$ cat src/rtl/comms_engine_pkg.sv
// Shared types and packet field offsets for the parametrised ring
// communication engine (control ring REQ/ACK/NACK + data plane bursts).
package comms_engine_pkg;

  typedef enum logic [1:0] {
    OP_IDLE = 2'b00,
    OP_REQ  = 2'b01,
    OP_ACK  = 2'b10,
    OP_NACK = 2'b11
  } op_e;

  typedef enum logic [1:0] {
    TX_IDLE = 2'b00,
    TX_REQ  = 2'b01,
    TX_WAIT = 2'b10,
    TX_SEND = 2'b11
  } tx_state_e;

  // Control packet layout, MSB to LSB: {op[1:0], src, dst, len}
  function automatic int cpkt_dst_lsb(input int len_w);
    return len_w;
  endfunction

  function automatic int cpkt_src_lsb(input int node_w, input int len_w);
    return len_w + node_w;
  endfunction

  function automatic int cpkt_op_lsb(input int node_w, input int len_w);
    return len_w + 2 * node_w;
  endfunction

  // Data packet layout, MSB to LSB: {valid, last, src, payload}
  function automatic int dpkt_src_lsb(input int data_w);
    return data_w;
  endfunction

  function automatic int dpkt_last_bit(input int node_w, input int data_w);
    return data_w + node_w;
  endfunction

  function automatic int dpkt_valid_bit(input int node_w, input int data_w);
    return data_w + node_w + 1;
  endfunction

endpackage

$ cat src/rtl/sync_fifo.sv
// Show-ahead synchronous FIFO with occupancy count. A push into a full
// FIFO is accepted only when a pop happens in the same cycle; a pop from
// an empty FIFO is ignored. The head reads as zero while empty.
module sync_fifo #(
  parameter int WIDTH = 16,
  parameter int DEPTH = 16,
  localparam int AW = $clog2(DEPTH),
  localparam int CW = $clog2(DEPTH + 1)
) (
  input  logic             clk,
  input  logic             rst,
  input  logic             wr,
  input  logic [WIDTH-1:0] wdata,
  input  logic             rd,
  output logic [WIDTH-1:0] rdata,
  output logic [CW-1:0]    count,
  output logic             empty
);

  logic [WIDTH-1:0] mem [DEPTH];
  logic [AW-1:0]    wptr;
  logic [AW-1:0]    rptr;
  logic             full;
  logic             do_wr;
  logic             do_rd;

  assign full  = (count == CW'(DEPTH));
  assign empty = (count == '0);
  assign do_rd = rd && !empty;
  assign do_wr = wr && (!full || do_rd);
  assign rdata = empty ? '0 : mem[rptr];

  // Pointer and occupancy bookkeeping; pointers wrap modulo DEPTH
  always_ff @(posedge clk) begin
    if (rst) begin
      wptr  <= '0;
      rptr  <= '0;
      count <= '0;
    end else begin
      if (do_wr) wptr <= wptr + AW'(1);
      if (do_rd) rptr <= rptr + AW'(1);
      case ({do_wr, do_rd})
        2'b10:   count <= count + CW'(1);
        2'b01:   count <= count - CW'(1);
        default: count <= count;
      endcase
    end
  end

  // Storage array; contents are don't-care until written
  always_ff @(posedge clk) begin
    if (do_wr) mem[wptr] <= wdata;
  end

endmodule

$ cat src/rtl/comms_engine_param.sv
// Per-node ring communication engine: forwards/answers control-ring
// reservations, injects its own REQ into idle slots, bursts the TX FIFO
// on the data plane once ACKed, and collects reserved data into the RX FIFO.
// Optional macro RETRY_EN: NACK/timeout re-requests up to MAX_RETRY times
// before reporting tx_error.
module comms_engine_param
  import comms_engine_pkg::*;
#(
  parameter int NODE_W    = 16,
  parameter int DATA_W    = 16,
  parameter int DEPTH     = 16,
  parameter int TIMEOUT   = 64,
  parameter int MAX_RETRY = 3,
  localparam int LEN_W  = $clog2(DEPTH + 1),
  localparam int CPKT_W = 2 + 2 * NODE_W + LEN_W,
  localparam int DPKT_W = 2 + NODE_W + DATA_W
) (
  input  logic              clk,
  input  logic              rst,
  input  logic [NODE_W-1:0] node_id,
  input  logic [NODE_W-1:0] max_node,
  input  logic [CPKT_W-1:0] control_rx_packet,
  output logic [CPKT_W-1:0] control_tx_packet,
  input  logic [DPKT_W-1:0] data_rx_packet,
  output logic [DPKT_W-1:0] data_tx_packet,
  output logic [NODE_W-1:0] data_rx_node_id,
  input  logic              gpp_tx_wr,
  input  logic [DATA_W-1:0] gpp_tx_data,
  output logic              tx_full,
  input  logic              tx_start,
  input  logic [NODE_W-1:0] tx_dst,
  output logic              tx_busy,
  output logic              tx_done,
  output logic              tx_error,
  output logic              data_rx_flag,
  output logic              rx_avail,
  input  logic              gpp_rx_rd,
  output logic [DATA_W-1:0] RAM_rx_data_out,
  output logic [LEN_W-1:0]  rx_count
);

  localparam int C_DST = cpkt_dst_lsb(LEN_W);
  localparam int C_SRC = cpkt_src_lsb(NODE_W, LEN_W);
  localparam int C_OP  = cpkt_op_lsb(NODE_W, LEN_W);
  localparam int D_SRC = dpkt_src_lsb(DATA_W);
  localparam int D_LST = dpkt_last_bit(NODE_W, DATA_W);
  localparam int D_VLD = dpkt_valid_bit(NODE_W, DATA_W);
  localparam int TW    = $clog2(TIMEOUT + 1);

  op_e               crx_op;
  logic [NODE_W-1:0] crx_src, crx_dst;
  logic [LEN_W-1:0]  crx_len;
  logic              drx_valid, drx_last;
  logic [NODE_W-1:0] drx_src;
  logic [DATA_W-1:0] drx_data;

  tx_state_e         state, state_nx;
  logic [NODE_W-1:0] dst_l;
  logic [LEN_W-1:0]  len_l, left;
  logic [TW-1:0]     timer;
  logic [LEN_W-1:0]  tx_count;
  logic [DATA_W-1:0] tx_head;
  logic              tx_empty, rx_empty, tx_push, rx_accept;
  logic              slot_free, to_me, req_in, grant, ack_in, nack_in;
  logic              start_ok, wait_fail, retry_left;
  logic              inject, tx_pop, done_set, err_set;

  assign crx_op    = op_e'(control_rx_packet[C_OP +: 2]);
  assign crx_src   = control_rx_packet[C_SRC +: NODE_W];
  assign crx_dst   = control_rx_packet[C_DST +: NODE_W];
  assign crx_len   = control_rx_packet[LEN_W-1:0];
  assign drx_valid = data_rx_packet[D_VLD];
  assign drx_last  = data_rx_packet[D_LST];
  assign drx_src   = data_rx_packet[D_SRC +: NODE_W];
  assign drx_data  = data_rx_packet[DATA_W-1:0];

  assign slot_free = (crx_op == OP_IDLE);
  assign to_me     = !slot_free && (crx_dst == node_id);
  assign req_in    = to_me && (crx_op == OP_REQ);
  assign grant     = req_in && !data_rx_flag && (crx_len <= (LEN_W'(DEPTH) - rx_count));
  assign ack_in    = to_me && (crx_op == OP_ACK) && (crx_src == dst_l);
  assign nack_in   = to_me && (crx_op == OP_NACK) && (crx_src == dst_l);
  assign start_ok  = tx_start && !tx_empty && (tx_dst < max_node) && (tx_dst != node_id);
  assign wait_fail = (state == TX_WAIT) && !ack_in && (nack_in || (timer == TW'(TIMEOUT - 1)));
  assign rx_accept = data_rx_flag && drx_valid && (drx_src == data_rx_node_id);
  assign tx_push   = gpp_tx_wr && (state == TX_IDLE) && !tx_full;

  assign tx_busy  = (state != TX_IDLE);
  assign tx_full  = (tx_count == LEN_W'(DEPTH));
  assign rx_avail = !rx_empty;

`ifdef RETRY_EN
  localparam int RW = $clog2(MAX_RETRY + 2);
  logic [RW-1:0] retry;

  assign retry_left = (retry < RW'(MAX_RETRY));

  // Retry counter: counts failed attempts, cleared whenever the FSM idles
  always_ff @(posedge clk) begin
    if (rst || state == TX_IDLE) retry <= '0;
    else if (wait_fail && retry_left) retry <= retry + RW'(1);
  end
`else
  assign retry_left = 1'b0;
`endif

  // TX FSM state register
  always_ff @(posedge clk) begin
    if (rst) state <= TX_IDLE;
    else     state <= state_nx;
  end

  // TX FSM next-state logic
  always_comb begin
    state_nx = state;
    case (state)
      TX_IDLE: if (start_ok) state_nx = TX_REQ;
      TX_REQ:  if (slot_free) state_nx = TX_WAIT;
      TX_WAIT: begin
        if (ack_in)         state_nx = TX_SEND;
        else if (wait_fail) state_nx = retry_left ? TX_REQ : TX_IDLE;
      end
      TX_SEND: if (left == LEN_W'(1)) state_nx = TX_IDLE;
      default: state_nx = TX_IDLE;
    endcase
  end

  // TX FSM outputs; a REQ only goes out in an idle slot so traffic keeps priority
  always_comb begin
    inject   = (state == TX_REQ) && slot_free;
    tx_pop   = (state == TX_SEND);
    done_set = (state == TX_SEND) && (left == LEN_W'(1));
    err_set  = ((state == TX_IDLE) && tx_start && !start_ok) || (wait_fail && !retry_left);
  end

  // Transfer bookkeeping: latched destination/length, words left, WAIT timer
  always_ff @(posedge clk) begin
    if (state == TX_IDLE && start_ok) begin
      dst_l <= tx_dst;
      len_l <= tx_count;
    end
    if (rst) begin
      left  <= '0;
      timer <= '0;
    end else begin
      if (state == TX_IDLE && start_ok) left <= tx_count;
      else if (tx_pop)                  left <= left - LEN_W'(1);
      if (inject)                 timer <= '0;
      else if (state == TX_WAIT)  timer <= timer + TW'(1);
    end
  end

  // Control ring slot: forward foreign traffic, answer our REQs, else inject or idle
  always_ff @(posedge clk) begin
    if (rst)                 control_tx_packet <= '0;
    else if (!slot_free && !to_me)
                             control_tx_packet <= control_rx_packet;
    else if (req_in)         control_tx_packet <= {(grant ? OP_ACK : OP_NACK), node_id, crx_src, crx_len};
    else if (inject)         control_tx_packet <= {OP_REQ, node_id, dst_l, len_l};
    else                     control_tx_packet <= '0;
  end

  // Receive reservation: taken on grant, released by the last accepted word
  always_ff @(posedge clk) begin
    if (rst || (rx_accept && drx_last)) begin
      data_rx_flag    <= 1'b0;
      data_rx_node_id <= node_id;
    end else if (grant) begin
      data_rx_flag    <= 1'b1;
      data_rx_node_id <= crx_src;
    end
  end

  // Data plane output word and completion pulses
  always_ff @(posedge clk) begin
    if (rst) begin
      data_tx_packet <= '0;
      tx_done        <= 1'b0;
      tx_error       <= 1'b0;
    end else begin
      data_tx_packet <= tx_pop ? {1'b1, (left == LEN_W'(1)), node_id, tx_head} : '0;
      tx_done        <= done_set;
      tx_error       <= err_set;
    end
  end

  sync_fifo #(.WIDTH(DATA_W), .DEPTH(DEPTH)) u_tx_fifo (
    .clk   (clk),
    .rst   (rst),
    .wr    (tx_push),
    .wdata (gpp_tx_data),
    .rd    (tx_pop),
    .rdata (tx_head),
    .count (tx_count),
    .empty (tx_empty)
  );

  sync_fifo #(.WIDTH(DATA_W), .DEPTH(DEPTH)) u_rx_fifo (
    .clk   (clk),
    .rst   (rst),
    .wr    (rx_accept),
    .wdata (drx_data),
    .rd    (gpp_rx_rd),
    .rdata (RAM_rx_data_out),
    .count (rx_count),
    .empty (rx_empty)
  );

endmodule

$ cat config.mk
export PLATFORM = sky130hd
export DESIGN_NAME = comms_engine_param
export DESIGN_NICKNAME = d
export VERILOG_FILES = /design/src/rtl/comms_engine_pkg.sv /design/src/rtl/sync_fifo.sv /design/src/rtl/comms_engine_param.sv
export SDC_FILE = /design/constraint.sdc
export NUM_CORES = 1
export LEC_CHECK = 0
export ABC_AREA = 0
export BUFFER_PORTS_ARGS = -buffer_cell sky130_fd_sc_hd__buf_4
export CAP_MARGIN = 30
export CORE_ASPECT_RATIO = 0.9
export CORE_MARGIN = 4
export CORE_UTILIZATION = 64
export CTS_BUF_LIST = sky130_fd_sc_hd__clkbuf_16
export CTS_CLUSTER_SIZE = 24
export DETAILED_ROUTE_END_ITERATION = 10
export GPL_TIMING_DRIVEN = 0
export PLACE_DENSITY = 0.85
export RECOVER_POWER = 50
export REMOVE_ABC_BUFFERS = 1
export SLEW_MARGIN = 20
export SYNTH_ARGS = -nofsm -noshare
export SYNTH_HDL_FRONTEND = slang
export SYNTH_SLANG_ARGS = --single-unit
$ cat constraint.sdc
create_clock -name clk -period 7.6 [get_ports clk]
set_input_delay 2.28 -clock clk [delete_from_list [all_inputs] [get_ports clk]]
set_output_delay 2.28 -clock clk [all_outputs]
set_load 0.02 [all_outputs]
==> key figures, run 1 <==
Synthesis
  – Ys async rst share: 0
  – Cell variety after synth: 64
  – Combinational family with the most area after synthesis: multiplexers
  – Netlist area before placement: around 27000 um2
  – Mapped Cells: approximately 1500
  – Top-area cell type share of the netlist area: 0.608
  – Number of enable flip-flop cells after synthesis: about 550
  – Largest cells by area after synthesis: sky130_fd_sc_hd__edfxtp_1 61%, sky130_fd_sc_hd__mux4_2 12%, sky130_fd_sc_hd__dfxtp_1 9.2%, sky130_fd_sc_hd__xor2_1 2.4%, sky130_fd_sc_hd__ha_1 2.0%
  – Syn Area/Cell: around 18 um2
  – Number of register bits inferred by synthesis: between 600 and 700
  – Yosys warns: 0
  – Register area share after synthesis: 0.699
  – Synth Area in Simple Gates: 0.0624
  – Largest area contributor in the synthesized netlist: sky130_fd_sc_hd__edfxtp_1
  – Compound-gate portion of the synthesized area: 0.0352
  – Synth Area in XOR/XNOR: 0.0281
  – Leading register cell type out of synthesis: sky130_fd_sc_hd__edfxtp_1
  – Fraction of synthesized area in multiplexers: 0.136
  – Share of synthesized cell area in full adder, half adder and majority cells: 0.0213

STA
  – Count of final max-slew check failures: 0
  – RSZ-0062 raised after global routing: no
  – Endpoints failing setup: 0
  – Worst setup skew after layout: between 30 and 40 ps
  – Share of the clock period used by the worst path: 0.705
  – Actual slew at the worst max-slew pin: 1280 ps
  – Slew Limit Headroom: 0.141
  – Achievable clock frequency: around 190 MHz
  – Sum Neg Setup Slack: 0 ps
  – Post-route worst setup slack: roughly 2200 ps
  – Post-layout min period: 5360 ps
  – Count of final hold-check violations: 0

Job
  – Number of max-cap violations: 0

Worst setup path
  – Req. time, crit path: about 5300 ps
  – Crit path cell chain: inv_1 > ha_1 > nor3b_1 > ha_1 > inv_1 > and2_1 > buf_4
  – Depth of the critical timing path with buffers and inverters included: 7
  – Critical setup path kind: reg2out
  – Worst-case reg-to-reg path depth: 9
  – CP endpoint kind: output pin
  – Startpoint type of the worst setup path: flip-flop
  – Largest stage delay on the critical path: about 640 ps
  – Arrival time of the worst setup path: roughly 3100 ps
  – Kind of cell adding the most delay to the critical path: buffers and inverters
  – Crit path max fanout: 18
  – Standard cell with the maximum stage delay on the critical path: sky130_fd_sc_hd__inv_1
  – Number of buffers and inverters on the critical path: 3

Clock tree
  – Total number of clock tree sinks: ~670
  – Clock insertion delay at the later pin of the skew report: approximately 600 ps
  – Cell at the root of the clock tree: sky130_fd_sc_hd__clkbuf_16
  – TritonCTS clock tree: built
  – Count of H-tree levels built during CTS: 3
  – CTS buffer count: between 60 and 70
  – Maximum clock path buffer count: 3
  – Number of setup buffers added after CTS: 0
  – Hold_buf cts: 0
  – Clock transition at the registers of the reported paths: 50 ps
  – Cells resized by post-CTS repair: 0

Cells and area
  – Number of fill cells in the layout: approximately 2200
  – Net total in the final layout: just over 2000
  – End-of-flow core utilization: 0.759
  – Commonest non-fill, non-tap cell in the layout: sky130_fd_sc_hd__edfxtp_1
  – Commonest non-fill, non-tap cells in the layout: 549 x sky130_fd_sc_hd__edfxtp_1, 174 x sky130_fd_sc_hd__buf_4, 144 x sky130_fd_sc_hd__mux4_2
  – Ratio of cells with drive above 1 in the final layout: 0.264
  – Growth of design area from synthesis to finish: 17.1%

Global routing
  – Vias in the first global route: ~16000
  – GRT Residual Overflow: 0
  – Global-route wire length before repair: 104000 um
  – GRT Total Usage: 0.308
  – Largest net degree at the start of global routing: 89
  – Antenna violations before repair: 3

Routing
  – Starting DRC count in detailed routing: between 2000 and 2500
  – Antenna violation net count after detailed routing: 0
  – 1st-pass router iterations: 6
  – Via count: roughly 16000
  – Routed wire per std cell: a little under 30 um
  – DR DRC count: 0
  – Routed wire length: between 70000 and 80000 um
  – Average via count per standard cell: 6.56

Floorplan
  – Vertical extent of the die: around 200 um
  – Total I/O pin count: about 260
  – Die Area: 45800 um2
  – Effective utilization at floorplan: 0.648
  – Total core area: between 40000 and 50000 um2
  – Die X: roughly 230 um
  – Number of cell rows: 71

Outcome
  – Run status: finished clean

Power
  – Worst-case vdd ir drop: ~210 uV
  – Pwr per Cell Area: about 260 nW/um2
  – Cell leakage power: 10.9 nW

Placement
  – Count of input and output buffers: between 200 and 300
  – DP Worst Slack: ~1900 ps
  – Post-DP HPWL: 42100 um
  – Gpl congestion: between 0.9 and 1

Hold path
  – Instance count along the most critical hold path: 2
  – Type of the tightest min-delay check: reg2reg
## worst paths after layout
path	startpoint	to	slack, ps
hold / removal	timer[1]$_SDFFE_PP0P_	timer[1]$_SDFFE_PP0P_	470
hold reg to reg	timer[1]$_SDFFE_PP0P_	timer[1]$_SDFFE_PP0P_	470
setup reg to reg	u_rx_fifo.count[0]$_SDFFE_PP0P_	u_rx_fifo.mem[9][7]$_DFFE_PP_	3470
setup / recovery	u_rx_fifo.count[0]$_SDFFE_PP0P_	RAM_rx_data_out[4]	2240
## worst reg2reg max path, cell delays in order, from the launching register on
cell and delay, ps:
sky130_fd_sc_hd__dfxtp_1 500, sky130_fd_sc_hd__inv_1 160, sky130_fd_sc_hd__ha_1 250, sky130_fd_sc_hd__nor3b_1 180, sky130_fd_sc_hd__ha_1 240, sky130_fd_sc_hd__inv_1 640
sky130_fd_sc_hd__nand2_1 250, sky130_fd_sc_hd__a211oi_4 580, sky130_fd_sc_hd__and3_1 800, sky130_fd_sc_hd__buf_8 240
## report_power, final
group | switching (mW) | internal, mW | leakage, nW
combinational | 0.582 | 0.493 | 3.82
sequential | 0.0855 | 4.06 | 5.98
clock | 1.36 | 1.78 | 1.07
## stage by stage
stage               cells  area (um2)  hold slack, ps  total power, mW
finish               2433       31800             473             8.35
global route         2433       31800             506             8.63
CTS                  2424       32000             476             8.38
detailed placement   2310       30000             468             5.28
global placement     2277       29400             461             5.25
floorplan            1473       26800             453             4.85
## routing by layer
| layer | share of wire | track usage | up-vias | wire length (um) |
|---|---|---|---|---|
| met5 | 0.00023 | 0 | - | 16 |
| met4 | 0.034 | 0.106 | 4 | 2390 |
| met3 | 0.10 | 0.0707 | 168 | 7040 |
| met2 | 0.50 | 0.499 | 1095 | 34800 |
| met1 | 0.37 | 0.422 | 8046 | 25900 |
| li1 | - | - | 6649 | - |
## synthesized netlist by cell type (all sizes together), types with 2 or more instances
library cell and instances:
a211oi 33, a21o 3, a21oi 47, a222oi 16
a31oi 4, and2 50, and3 13, buf 31
clkbuf 43, dfxtp 124, edfxtp 549, fa 2
ha 43, inv 40, mux2 19, mux2i 23
mux4 144, nand2 48, nand2b 3, nand3 21
nand3b 4, nand4 15, nor2 68, nor2b 29
nor3 19, nor3b 8, nor4 14, o21a 6
o21ai 18, o41ai 2, or2 2, or3 5
xnor2 14, xor2 73
## logic make-up after synthesis
family	after synthesis
AND/OR/NAND/NOR	303
adder cells (fa/ha/maj)	45
flip-flops	673
buffers and inverters	114
XOR/XNOR	87
multiplexers	186
AO/OA/AOI/OAI	139
## final cells by class
class,instances,area (um2),area share
flip-flops and latches,673,19000,0.598
multi-input cells,760,7740,0.243
repair buffers,298,2170,0.0683
clock buffers,69,1730,0.0543
well taps,547,684,0.0215
clock inverters,45,313,0.00985
inverters,40,150,0.00473
diodes,1,2.50,0.0000788
## flip-flops by register name, indices dropped and copies added (netlist names), named ones only
| register | cells |
|---|---|
| data_rx_node_id | 16 |
| len_l | 5 |
| u_rx_fifo.rptr | 4 |
| data_tx_packet | 34 |
| control_tx_packet | 39 |
| left | 5 |
| timer | 7 |
| data_rx_flag | 1 |
| u_tx_fifo.count | 5 |
| state | 2 |
| u_rx_fifo.count | 5 |
| u_rx_fifo.mem | 256 |
| tx_error | 1 |
| u_rx_fifo.wptr | 4 |
| dst_l | 16 |
| u_tx_fifo.mem | 256 |
| tx_done | 1 |
| u_tx_fifo.wptr | 4 |
| u_tx_fifo.rptr | 4 |
Note: power is estimated with default switching activity, not from simulation.
==> run 2: changes to the inputs <==
Settings changed: CORE_UTILIZATION 64 to 53, PLACE_DENSITY 0.85 to 0.75.
Clock period 7.6 ns to 4.8 ns, I/O delays scaled along.
==> key figures, run 2 (synthesis results as in run 1) <==
Outcome
  – Run status: finished with violations (was finished clean)
  – Failing checks: capacitance limit, slew limit

Cells and area
  – Ratio of cells with drive above 1 in the final layout: 0.274 (was 0.264)
  – Growth of design area from synthesis to finish: 19.2% (was 17.1%)
  – End-of-flow core utilization: 0.640 (was 0.759)
  – Net total in the final layout: 2026 (unchanged)
  – Commonest non-fill, non-tap cells in the layout: 549 x sky130_fd_sc_hd__edfxtp_1, 172 x sky130_fd_sc_hd__buf_4, 144 x sky130_fd_sc_hd__mux4_2 (was 549 x sky130_fd_sc_hd__edfxtp_1, 174 x sky130_fd_sc_hd__buf_4, 144 x sky130_fd_sc_hd__mux4_2)
  – Number of fill cells in the layout: 3627 (was 2248)
  – Post-route cell area: 32300 um2 (was 31800 um2)
  – Storage cell area: 19000 um2 (unchanged)
  – Area used by multi-input combinational logic: 7730 um2 (was 7740 um2)
  – Biggest registers after layout: u_rx_fifo.mem x256, u_tx_fifo.mem x256, control_tx_packet x39 (unchanged)
  – Commonest non-fill, non-tap cell in the layout: sky130_fd_sc_hd__edfxtp_1 (unchanged)

Placement
  – Count of input and output buffers: 257 (unchanged)
  – DP Worst Slack: -272 ps (was 1890 ps)
  – Post-DP Area: 30300 um2 (was 30000 um2)
  – Post-DP HPWL: 42900 um (was 42100 um)
  – Gpl congestion: 0.937 (was 0.912)

STA
  – Post-layout min period: roughly 4500 ps
  – Worst setup skew after layout: 15.2 ps (was 30.8 ps)
  – Share of the clock period used by the worst path: 0.936
  – Count of final max-slew check failures: 42 (was 0)
  – Actual slew at the worst max-slew pin: 1950 ps (was 1280 ps)
  – Endpoints failing setup: 0 (unchanged)
  – Count of final hold-check violations: 0 (unchanged)
  – Post-route worst setup slack: 305 ps (was 2240 ps)
  – Achievable clock frequency: around 220 MHz
  – Final hold slack: 477 ps (was 473 ps)
  – Slew Limit Headroom: -0.303 (was 0.141)
  – RSZ-0062 raised after global routing: no (unchanged)

Power
  – Pwr per Cell Area: 422 nW/um2 (was 263 nW/um2)
  – Net Sw Power: 3.26 mW (was 2.02 mW)
  – Cell leakage power: 11.0 nW (was 10.9 nW)
  – Worst-case vdd ir drop: 303 uV (was 211 uV)
  – Clock share of power: 0.398 (was 0.375)
  – Switching Fraction: 0.238 (was 0.242)
  – Fraction of power consumed by combinational cells: 0.125 (was 0.129)
  – Sequential group share of total power: 0.477 (was 0.496)
  – Power Internal: 10.4 mW (was 6.33 mW)

Routing
  – Via count: 15400 (was 16000)
  – 1st-pass router iterations: 8 (was 6)
  – Routed wire per std cell: 26.0 um (was 28.8 um)
  – Starting DRC count in detailed routing: 1443 (was 2249)
  – Average via count per standard cell: 5.97 (was 6.56)
  – Antenna violation net count after detailed routing: 0 (unchanged)
  – Routed wire length: 66900 um (was 70100 um)
  – DR DRC count: 0 (unchanged)

Hold path
  – HP Start: timer[1]$_SDFFE_PP0P_ (unchanged)
  – Type of the tightest min-delay check: reg2reg (unchanged)
  – Terminating pin of the worst hold path: timer[1]$_SDFFE_PP0P_ (unchanged)
  – Instance count along the most critical hold path: 2 (unchanged)

Global routing
  – GRT Residual Overflow: 0 (unchanged)
  – Vias in the first global route: 15500 (was 16300)
  – Largest net degree at the start of global routing: 89 (unchanged)
  – Global-route wire length before repair: 99100 um (was 104000 um)
  – Antenna violations before repair: 5 (was 3)
  – GRT Total Usage: 0.245 (was 0.308)

Clock tree
  – CTS buffer count: 67 (was 66)
  – Cells resized by post-CTS repair: 0 (unchanged)
  – TritonCTS clock tree: built (unchanged)
  – Total number of clock tree sinks: 673 (unchanged)
  – Maximum clock path buffer count: 3 (unchanged)
  – Clock insertion delay at the later pin of the skew report: 610 ps (was 600 ps)
  – Count of H-tree levels built during CTS: 3 (unchanged)
  – Cell at the root of the clock tree: sky130_fd_sc_hd__clkbuf_16 (unchanged)
  – Clock transition at the registers of the reported paths: 60 ps (was 50 ps)
  – Hold_buf cts: 0 (unchanged)

Floorplan
  – Die Area: 54900 um2 (was 45800 um2)
  – Die X: 246 um (was 225 um)
  – Vertical extent of the die: 223 um (was 203 um)
  – Number of cell rows: 78 (was 71)
  – Effective utilization at floorplan: 0.537 (was 0.648)
  – Total I/O pin count: 258 (unchanged)
  – Total core area: 50600 um2 (was 41800 um2)

Worst setup path
  – Worst reg-to-reg setup slack: 640 ps (was 3470 ps)
  – Startpoint of the worst-slack reg-to-reg timing path: u_rx_fifo.count[0]$_SDFFE_PP0P_ (unchanged)
  – Terminus of the critical flop-to-flop path: u_rx_fifo.mem[3][13]$_DFFE_PP_ (was u_rx_fifo.mem[9][7]$_DFFE_PP_)
  – Worst-case reg-to-reg path depth: 11 (was 9)
  – Arrival time of the worst setup path: 3050 ps (was 3080 ps)
  – Critical setup path kind: reg2out (unchanged)
  – Startpoint type of the worst setup path: flip-flop (unchanged)
  – Crit path max fanout: 25 (was 18)
  – Req. time, crit path: 3360 ps (was 5320 ps)
  – CP endpoint kind: output pin (unchanged)

Job
  – Number of max-cap violations: 1 (was 0)
run 2: cell count changes in the layout (fill, tap and decap cells not counted), sizes merged:
cell / previous run / this run
bufinv: 4 / 11
clkbuf: 162 / 155
clkinv: 21 / 27
buf: 205 / 209
inv: 58 / 56
clkinvlp: 2 / 3
run 2: area by class of cell:
class                           count  area share
Timing Repair Buffer              297      0.0712
Clock inverter                     57      0.0195
Clock buffer                       67      0.0518
Tap cell                          680      0.0263
Antenna cell                        1   0.0000774
Inverter                           40     0.00464
Sequential cell                   673       0.587
Multi-Input combinational cell    760       0.239
run 2: metal layers:
layer | GRT usage | vias up | wire length [um]
li1 | - | 6664 | -
met1 | 0.334 | 7933 | 26600
met2 | 0.407 | 632 | 33900
met3 | 0.0478 | 139 | 4490
met4 | 0.0681 | 8 | 1940
met5 | 0 | - | 50
run 2: per-stage QoR:
| step | power [mW] | TNS [ps] | cells |
|---|---|---|---|
| detailed placement | 8.35 | -4330 | 2447 |
| CTS | 13.8 | 0 | 2571 |
| global placement | 8.34 | -112480 | 2410 |
| finish | 13.7 | 0 | 2575 |
| floorplan | 7.68 | -11140 | 1473 |
| global route | 14.1 | 0 | 2575 |
run 2: what timing repair did:
action                                  4_1_cts  5_1_grt
setup buffers                                 0        1
endpoints found under the setup margin        0        6
endpoints found under the hold margin         0        0
run 2: worst max path at each step:
stage / start / endpoint / slack, ps / cells past startpoint
finish: flip-flop / RAM_rx_data_out[11] / 310 / 6
global route: flip-flop / RAM_rx_data_out[0] / 130 / 6
CTS: flip-flop / RAM_rx_data_out[11] / 70 / 6
detailed placement: node_id[15] / data_rx_node_id[3]$_DFFE_PP_ / -270 / 7
global placement: flip-flop / RAM_rx_data_out[0] / -2010 / 4
floorplan: flip-flop / RAM_rx_data_out[0] / -700 / 3
run 2: worst max-delay path, stage by stage (launching register included):
cell and delay [ps]:
sky130_fd_sc_hd__dfxtp_4 530, sky130_fd_sc_hd__buf_12 250, sky130_fd_sc_hd__buf_12 250, sky130_fd_sc_hd__mux4_2 540, sky130_fd_sc_hd__mux4_2 500, sky130_fd_sc_hd__and2_1 190, sky130_fd_sc_hd__buf_4 160
run 2: power by group through the flow:
| stage | sequential [mW] | clock (mW) | combinational, mW |
|---|---|---|---|
| final | 6.52 | 5.43 | 1.71 |
| after global routing | 6.53 | 5.76 | 1.85 |
| after CTS | 6.54 | 5.52 | 1.71 |
| after detailed placement | 6.66 | 0 | 1.69 |
| after global placement | 6.76 | 0 | 1.58 |
| after floorplan | 6.75 | 0 | 0.930 |
